File: src/rtl/seg7_pkg.sv
// Shared constants and helpers for the seven-segment scan controller.
package seg7_pkg;

  localparam logic [6:0] SEG_BLANK = 7'b0;

  function automatic int idx_w(input int n);
    return (n > 1) ? $clog2(n) : 1;
  endfunction

  function automatic logic [31:0] an_off(
    input int n,
    input bit active_low
  );
    return active_low ? ((32'd1 << n) - 32'd1) : 32'd0;
  endfunction

endpackage

File: src/rtl/BCD7.sv
// Hex nibble to seven-segment pattern {g..a}, active-high.
module BCD7 (
  input  logic [3:0] din,
  output logic [6:0] seg
);

  always_comb begin
    unique case (din)
      4'h0: seg = 7'b0111111;
      4'h1: seg = 7'b0000110;
      4'h2: seg = 7'b1011011;
      4'h3: seg = 7'b1001111;
      4'h4: seg = 7'b1100110;
      4'h5: seg = 7'b1101101;
      4'h6: seg = 7'b1111101;
      4'h7: seg = 7'b0000111;
      4'h8: seg = 7'b1111111;
      4'h9: seg = 7'b1101111;
      4'hA: seg = 7'b1110111;
      4'hB: seg = 7'b1111100;
      4'hC: seg = 7'b0111001;
      4'hD: seg = 7'b1011110;
      4'hE: seg = 7'b1111001;
      4'hF: seg = 7'b1110001;
    endcase
  end

endmodule

File: src/rtl/seg7_scan_ctrl.sv
// Multiplexed scan controller for a common-anode seven-segment display
// with frame-synchronous double buffering and leading-zero blanking.
module seg7_scan_ctrl
  import seg7_pkg::*;
#(
  parameter int NUM_DIGITS    = 4,
  parameter int CLK_DIV       = 50000,
  parameter bit AN_ACTIVE_LOW = 1'b1
) (
  input  logic                    clk,
  input  logic                    reset,
  input  logic                    en,
  input  logic                    load,
  input  logic [4*NUM_DIGITS-1:0] din,
  input  logic [NUM_DIGITS-1:0]   dp_in,
  input  logic                    blank_lz,
  output logic [NUM_DIGITS-1:0]   an,
  output logic [6:0]              seg,
  output logic                    dp,
  output logic                    frame_done
);

  localparam int DW = 4 * NUM_DIGITS;
  localparam int IW = idx_w(NUM_DIGITS);
  localparam int PW = $clog2(CLK_DIV);
  localparam logic [PW-1:0] PS_LAST = PW'(CLK_DIV - 1);
  localparam logic [IW-1:0] IDX_LAST = IW'(NUM_DIGITS - 1);
  localparam logic [NUM_DIGITS-1:0] AN_OFF =
    NUM_DIGITS'(an_off(NUM_DIGITS, AN_ACTIVE_LOW));

  logic [PW-1:0]         ps_q, ps_d;
  logic [IW-1:0]         idx_q, idx_d;
  logic [DW-1:0]         pend_q, pend_d;
  logic [NUM_DIGITS-1:0] pdp_q, pdp_d;
  logic                  pvld_q, pvld_d;
  logic [DW-1:0]         disp_q, disp_d;
  logic [NUM_DIGITS-1:0] ddp_q, ddp_d;
  logic [NUM_DIGITS-1:0] an_q, an_d;
  logic [6:0]            seg_q, seg_d;
  logic                  dp_q, dp_d;
  logic                  fd_q, fd_d;

  logic                  tick, wrap;
  logic [3:0]            nib;
  logic [6:0]            nib_seg;
  logic                  nib_dp, blank_cur, run;
  logic [NUM_DIGITS-1:0] zero_up;

  BCD7 u_bcd7 (
    .din (nib),
    .seg (nib_seg)
  );

  // zero_up[i]: nibbles i..top are all zero
  always_comb begin
    nib       = 4'h0;
    nib_dp    = 1'b0;
    blank_cur = 1'b0;
    zero_up   = '0;
    run       = 1'b1;
    for (int i = NUM_DIGITS - 1; i >= 0; i--) begin
      run        = run & (disp_q[4*i +: 4] == 4'h0);
      zero_up[i] = run;
    end
    for (int i = 0; i < NUM_DIGITS; i++) begin
      if (idx_q == IW'(i)) begin
        nib       = disp_q[4*i +: 4];
        nib_dp    = ddp_q[i];
        blank_cur = blank_lz && (i != 0) && zero_up[i];
      end
    end
  end

  always_comb begin
    tick  = en && (ps_q == PS_LAST);
    wrap  = tick && (idx_q == IDX_LAST);
    ps_d  = ps_q;
    idx_d = idx_q;
    if (en) ps_d = tick ? '0 : ps_q + PW'(1);
    if (tick) idx_d = wrap ? '0 : idx_q + IW'(1);
    fd_d  = wrap;

    an_d  = AN_OFF;
    seg_d = SEG_BLANK;
    dp_d  = 1'b0;
    if (en && !blank_cur) begin
      an_d  = AN_OFF ^ (NUM_DIGITS'(1) << idx_q);
      seg_d = nib_seg;
      dp_d  = nib_dp;
    end
  end

  // display only changes at a frame wrap, or at once while dark
  always_comb begin
    pend_d = pend_q;
    pdp_d  = pdp_q;
    pvld_d = pvld_q;
    disp_d = disp_q;
    ddp_d  = ddp_q;
    if (wrap) begin
      pvld_d = 1'b0;
      if (load) begin
        disp_d = din;
        ddp_d  = dp_in;
      end else if (pvld_q) begin
        disp_d = pend_q;
        ddp_d  = pdp_q;
      end
    end else begin
      if (!en && pvld_q) begin
        disp_d = pend_q;
        ddp_d  = pdp_q;
        pvld_d = 1'b0;
      end
      if (load) begin
        pend_d = din;
        pdp_d  = dp_in;
        pvld_d = 1'b1;
      end
    end
  end

  always_ff @(posedge clk) begin
    if (reset) begin
      ps_q   <= '0;
      idx_q  <= '0;
      pend_q <= '0;
      pdp_q  <= '0;
      pvld_q <= 1'b0;
      disp_q <= '0;
      ddp_q  <= '0;
      an_q   <= AN_OFF;
      seg_q  <= SEG_BLANK;
      dp_q   <= 1'b0;
      fd_q   <= 1'b0;
    end else begin
      ps_q   <= ps_d;
      idx_q  <= idx_d;
      pend_q <= pend_d;
      pdp_q  <= pdp_d;
      pvld_q <= pvld_d;
      disp_q <= disp_d;
      ddp_q  <= ddp_d;
      an_q   <= an_d;
      seg_q  <= seg_d;
      dp_q   <= dp_d;
      fd_q   <= fd_d;
    end
  end

  assign an         = an_q;
  assign seg        = seg_q;
  assign dp         = dp_q;
  assign frame_done = fd_q;

endmodule

File: config.mk
export PLATFORM = sky130hd
export DESIGN_NAME = seg7_scan_ctrl
export DESIGN_NICKNAME = d
export VERILOG_FILES = /design/src/rtl/seg7_pkg.sv /design/src/rtl/BCD7.sv /design/src/rtl/seg7_scan_ctrl.sv
export SDC_FILE = /design/constraint.sdc
export NUM_CORES = 1
export LEC_CHECK = 0
export ABC_AREA = 0
export CELL_PAD_IN_SITES_DETAIL_PLACEMENT = 2
export CELL_PAD_IN_SITES_GLOBAL_PLACEMENT = 2
export CORE_MARGIN = 2
export CORE_UTILIZATION = 29
export CTS_CLUSTER_DIAMETER = 50
export CTS_CLUSTER_SIZE = 10
export DETAILED_ROUTE_END_ITERATION = 16
export PLACE_DENSITY_LB_ADDON = 0.2
export SLEW_MARGIN = 15
export SYNTH_ARGS = -nofsm -noshare
export SYNTH_HDL_FRONTEND = slang
export SYNTH_SLANG_ARGS = --single-unit
File: constraint.sdc
create_clock -name clk -period 2.4 [get_ports clk]
set_clock_uncertainty 0.2 [all_clocks]
set_input_delay 0.72 -clock clk [delete_from_list [all_inputs] [get_ports clk]]
set_output_delay 0.72 -clock clk [all_outputs]
set_load 0.01 [all_outputs]
==> results of run 1 <==
==> cell usage after synthesis (all sizes together), types with 3 or more instances <==
cell / number / area share
ha: 12 / 0.045
and3: 6 / 0.011
xor2: 9 / 0.024
nand3: 11 / 0.018
mux2i: 23 / 0.069
nand2b: 5 / 0.0094
nor4: 3 / 0.0056
a211oi: 6 / 0.016
nor3b: 3 / 0.0067
nand3b: 4 / 0.0090
o221a: 20 / 0.067
nor2b: 3 / 0.0056
a21oi: 11 / 0.016
xnor2: 4 / 0.010
clkbuf: 12 / 0.013
buf: 11 / 0.020
o21ai: 6 / 0.0090
inv: 7 / 0.0079
nand2: 14 / 0.016
dfxtp: 72 / 0.43
nor2: 62 / 0.070
nand4: 4 / 0.0075
nor3: 22 / 0.033
==> cells by family (layout without fill, tap and decap cells) <==
kind of cell | after synthesis | after routing | share of synthesized area
AOI/OAI and AO/OA | 55 | 55 | 0.141
xor gates and xnor gates | 13 | 13 | 0.0341
adders and majority gates | 12 | 12 | 0.0449
buffers and inverters | 30 | 93 | 0.0416
DFF | 72 | 72 | 0.431
muxes | 24 | 24 | 0.0723
and+or+nand+nor | 152 | 152 | 0.235
==> state kept, by name, summed over array words and instances, names as in the netlist <==
name and flops:
pdp_q 4, seg 7, an 4, frame_done 1
dp 1, ddp_q 4, disp_q 16, pvld_q 1
ps_q 16, pend_q 16, idx_q 2
==> critical path, cell delays in order, from the launching register on <==
cell and delay [ns]:
dfxtp_4 0.37, buf_6 0.12, ha_4 0.17, a221o_1 0.37, a22oi_2 0.21, inv_2 0.10
ha_4 0.28, nor2_2 0.04, a211o_1 0.28, a21oi_2 0.11
==> power by group through the flow <==
stage,combinational [uW],clock [uW],sequential [uW]
floorplan,150,0,1300
global placement,269,0,1310
detailed placement,280,0,1310
CTS,284,1240,1280
finish,282,1200,1280
global route,311,1310,1290
==> worst paths after layout <==
check	start	end	slack [ns]
setup / recovery	idx_q[0]	seg[3]	0.09
hold reg to reg	pend_q[9]	pend_q[9]	0.30
hold / removal	pend_q[9]	pend_q[9]	0.30
setup reg to reg	idx_q[0]	seg[3]	0.09
==> layout make-up <==
type                    count  area (sq um)
fillers                  1261          6890
clock buffers              13           250
inverters                   7          28.8
clock inverters             1          5.00
repair buffers             72           673
well taps                 143           179
flip-flops and latches     72          1450
multi-input cells         256          1850
==> cell usage in the layout (no fill, tap or decap), types with 3 or more instances in the layout <==
cell type / count
o221a_1: 20
clkdlybuf4s50_1: 36
inv_2: 3
nand2_1: 14
clkbuf_1: 3
a211oi_2: 3
inv_1: 3
nand4_1: 4
nor3b_1: 3
clkbuf_16: 9
ha_1: 6
xnor2_1: 4
o21ai_0: 3
buf_12: 3
xor2_1: 9
ha_2: 3
and3_1: 6
a21oi_1: 10
nand3_1: 10
mux2i_1: 23
nor3_1: 22
nor2_1: 61
buf_4: 30
nor4_1: 3
nand2b_1: 5
nand3b_1: 4
a211oi_1: 3
dfxtp_1: 70
ha_4: 3
==> timing repair <==
action,in CTS,in global routing
resized for setup,9,13
endpoints found under the setup margin,5,7
pin swaps,6,5
buffers inserted,1,1
==> metrics by stage <==
stage          instances  TNS [ns]
6_report             564         0
5_1_grt              564         0
4_1_cts              563         0
3_5_place_dp         548     -9.50
3_3_place_gp         548     -6.41
2_1_floorplan        358         0
==> per-layer routing <==
metal / part of all wire / vias up / routed length [microns] / global-route usage
met2: 0.49 / 33 / 4520 / 0.265
li1: - / 1401 / - / -
met1: 0.46 / 1391 / 4250 / 0.187
met3: 0.030 / 9 / 274 / 0.0403
met4: 0.015 / 0 / 142 / 0.0634
met5: 0 / - / 0 / 0
==> qor.yml, run 1 <==
critical_path:
  critical_path_peak_fanout: 5
  critical_path_arrival_ns: 2.39
  worstSetupPathType: "reg -> reg"
  critPathCaptureType: "register"
  required_ns: 2.48
  start_kind: "register"
  reg2reg_depth: 9
placed_design:
  numPortBuffers: 37
  dpl_worst_slack_ns: -0.239
  finalWeightedCongestion: 0.751
  postPlaceCellArea_sq_um: 4080
  place_hpwl_microns: 6650
power_and_ir_drop:
  comb_power_share: 0.102
  power.net_switching_uw: 649
  intPower_uw: 2110
  reg_power_frac: 0.463
  p_total_uw: 2760
  vdd_ir_drop_max_mv: 0.347
  leakagePower_uw: 0.00172
  pd_cells_nw_per_um2: 624
  share_clk_of_total_power: 0.435
  swShare: 0.235
die:
  fp.dieW_microns: 111
  floorplan.initialDensity: 0.295
  area_enclosed_by_the_die_boundary_sq_um: 12400
  floorplan.io_pins: 38
  placementRows: 39
  coreArea_sq_um: 11300
  dieHeight_microns: 111
status:
  status: "completed"
synthesis:
  synthArstFlopShare: 0
  count_of_flip_flops_with_a_built_in_enable_after_synthesis: 0
  synth_flop_cell: "dfxtp_1"
  synth.ff_latch_count: 72
  seq_area_frac_synth: 0.431
  ys.warnings.count: 0
  synth_nets: 395
  netlist-cell-type-count: 45
  syn_area_per_cell_sq_um: 9.34
  syn_inst: 358
  synth_area_sq_um: 3340
cells_and_area:
  finalInstanceArea_sq_um: 4430
  drive_gt1_frac: 0.183
  layout.nets: 455
  antenna_cells: 0
  flow.area_growth_from_synthesis_pct: 32.6
  post-route-util: 0.391
global_route:
  grt_pass1_vias: 3001
  global_route_overflow: 0
  antenna_found_initial: 0
  grt_max_degree: 27
  grt_first_pass_wirelength_microns: 15400
  total_routing_usage_gr: 0.155
timing:
  setup_slack_ns: 0.0861
  unrepaired_setup_endpoints_after_global_routing: "false"
  max-slew-margin-rel: 0.751
  layout_min_cycle_time_ns: 2.31
  finalHoldViolations: 0
  tightest_slew_ns: 0.373
  final_number_of_max_transition_violations: 0
  layout_worst_path_cycle_share: 0.964
  worst_hold_slack_ns: 0.303
  setup_viol_count_final: 0
  maxClockFrequency_ghz: 0.432
clock_network:
  tritoncts_clock_tree: "yes"
  clk_pin_slew_ns: 0.06
  clock_sinks: 72
  clk_path_buf_depth: 2
  cts_hold_buffers: 0
  clk_root_buffer_cell: "clkbuf_16"
  clk_latency_ns: 0.34
  htree_levels: 3
  tritoncts.num_buffers: 9
routing:
  wirelength_microns: 9190
  drt-pass1-iter-count: 4
  antenna_violating_nets_post_route: 0
  drt_wl_cell_microns: 16.3
  number_of_vias_in_the_routed_layout: 2834
  post_drt_via_cell_ratio: 5.02
  drt_first_iter_violations: 75
  detail_route.drc_violations: 0
flow_run:
  cap_violations: 0
worst_hold_path:
  min-delay-path-class: "reg -> reg"
  hold-path-cell-count: 2
(Power assumes the default switching activity.)
==> run 2, diff against run 1 <==
CTS_CLUSTER_DIAMETER = 80   (was 50)
==> results of run 2 <==
Final layout, timing and power as in run 1 (identical DEF).
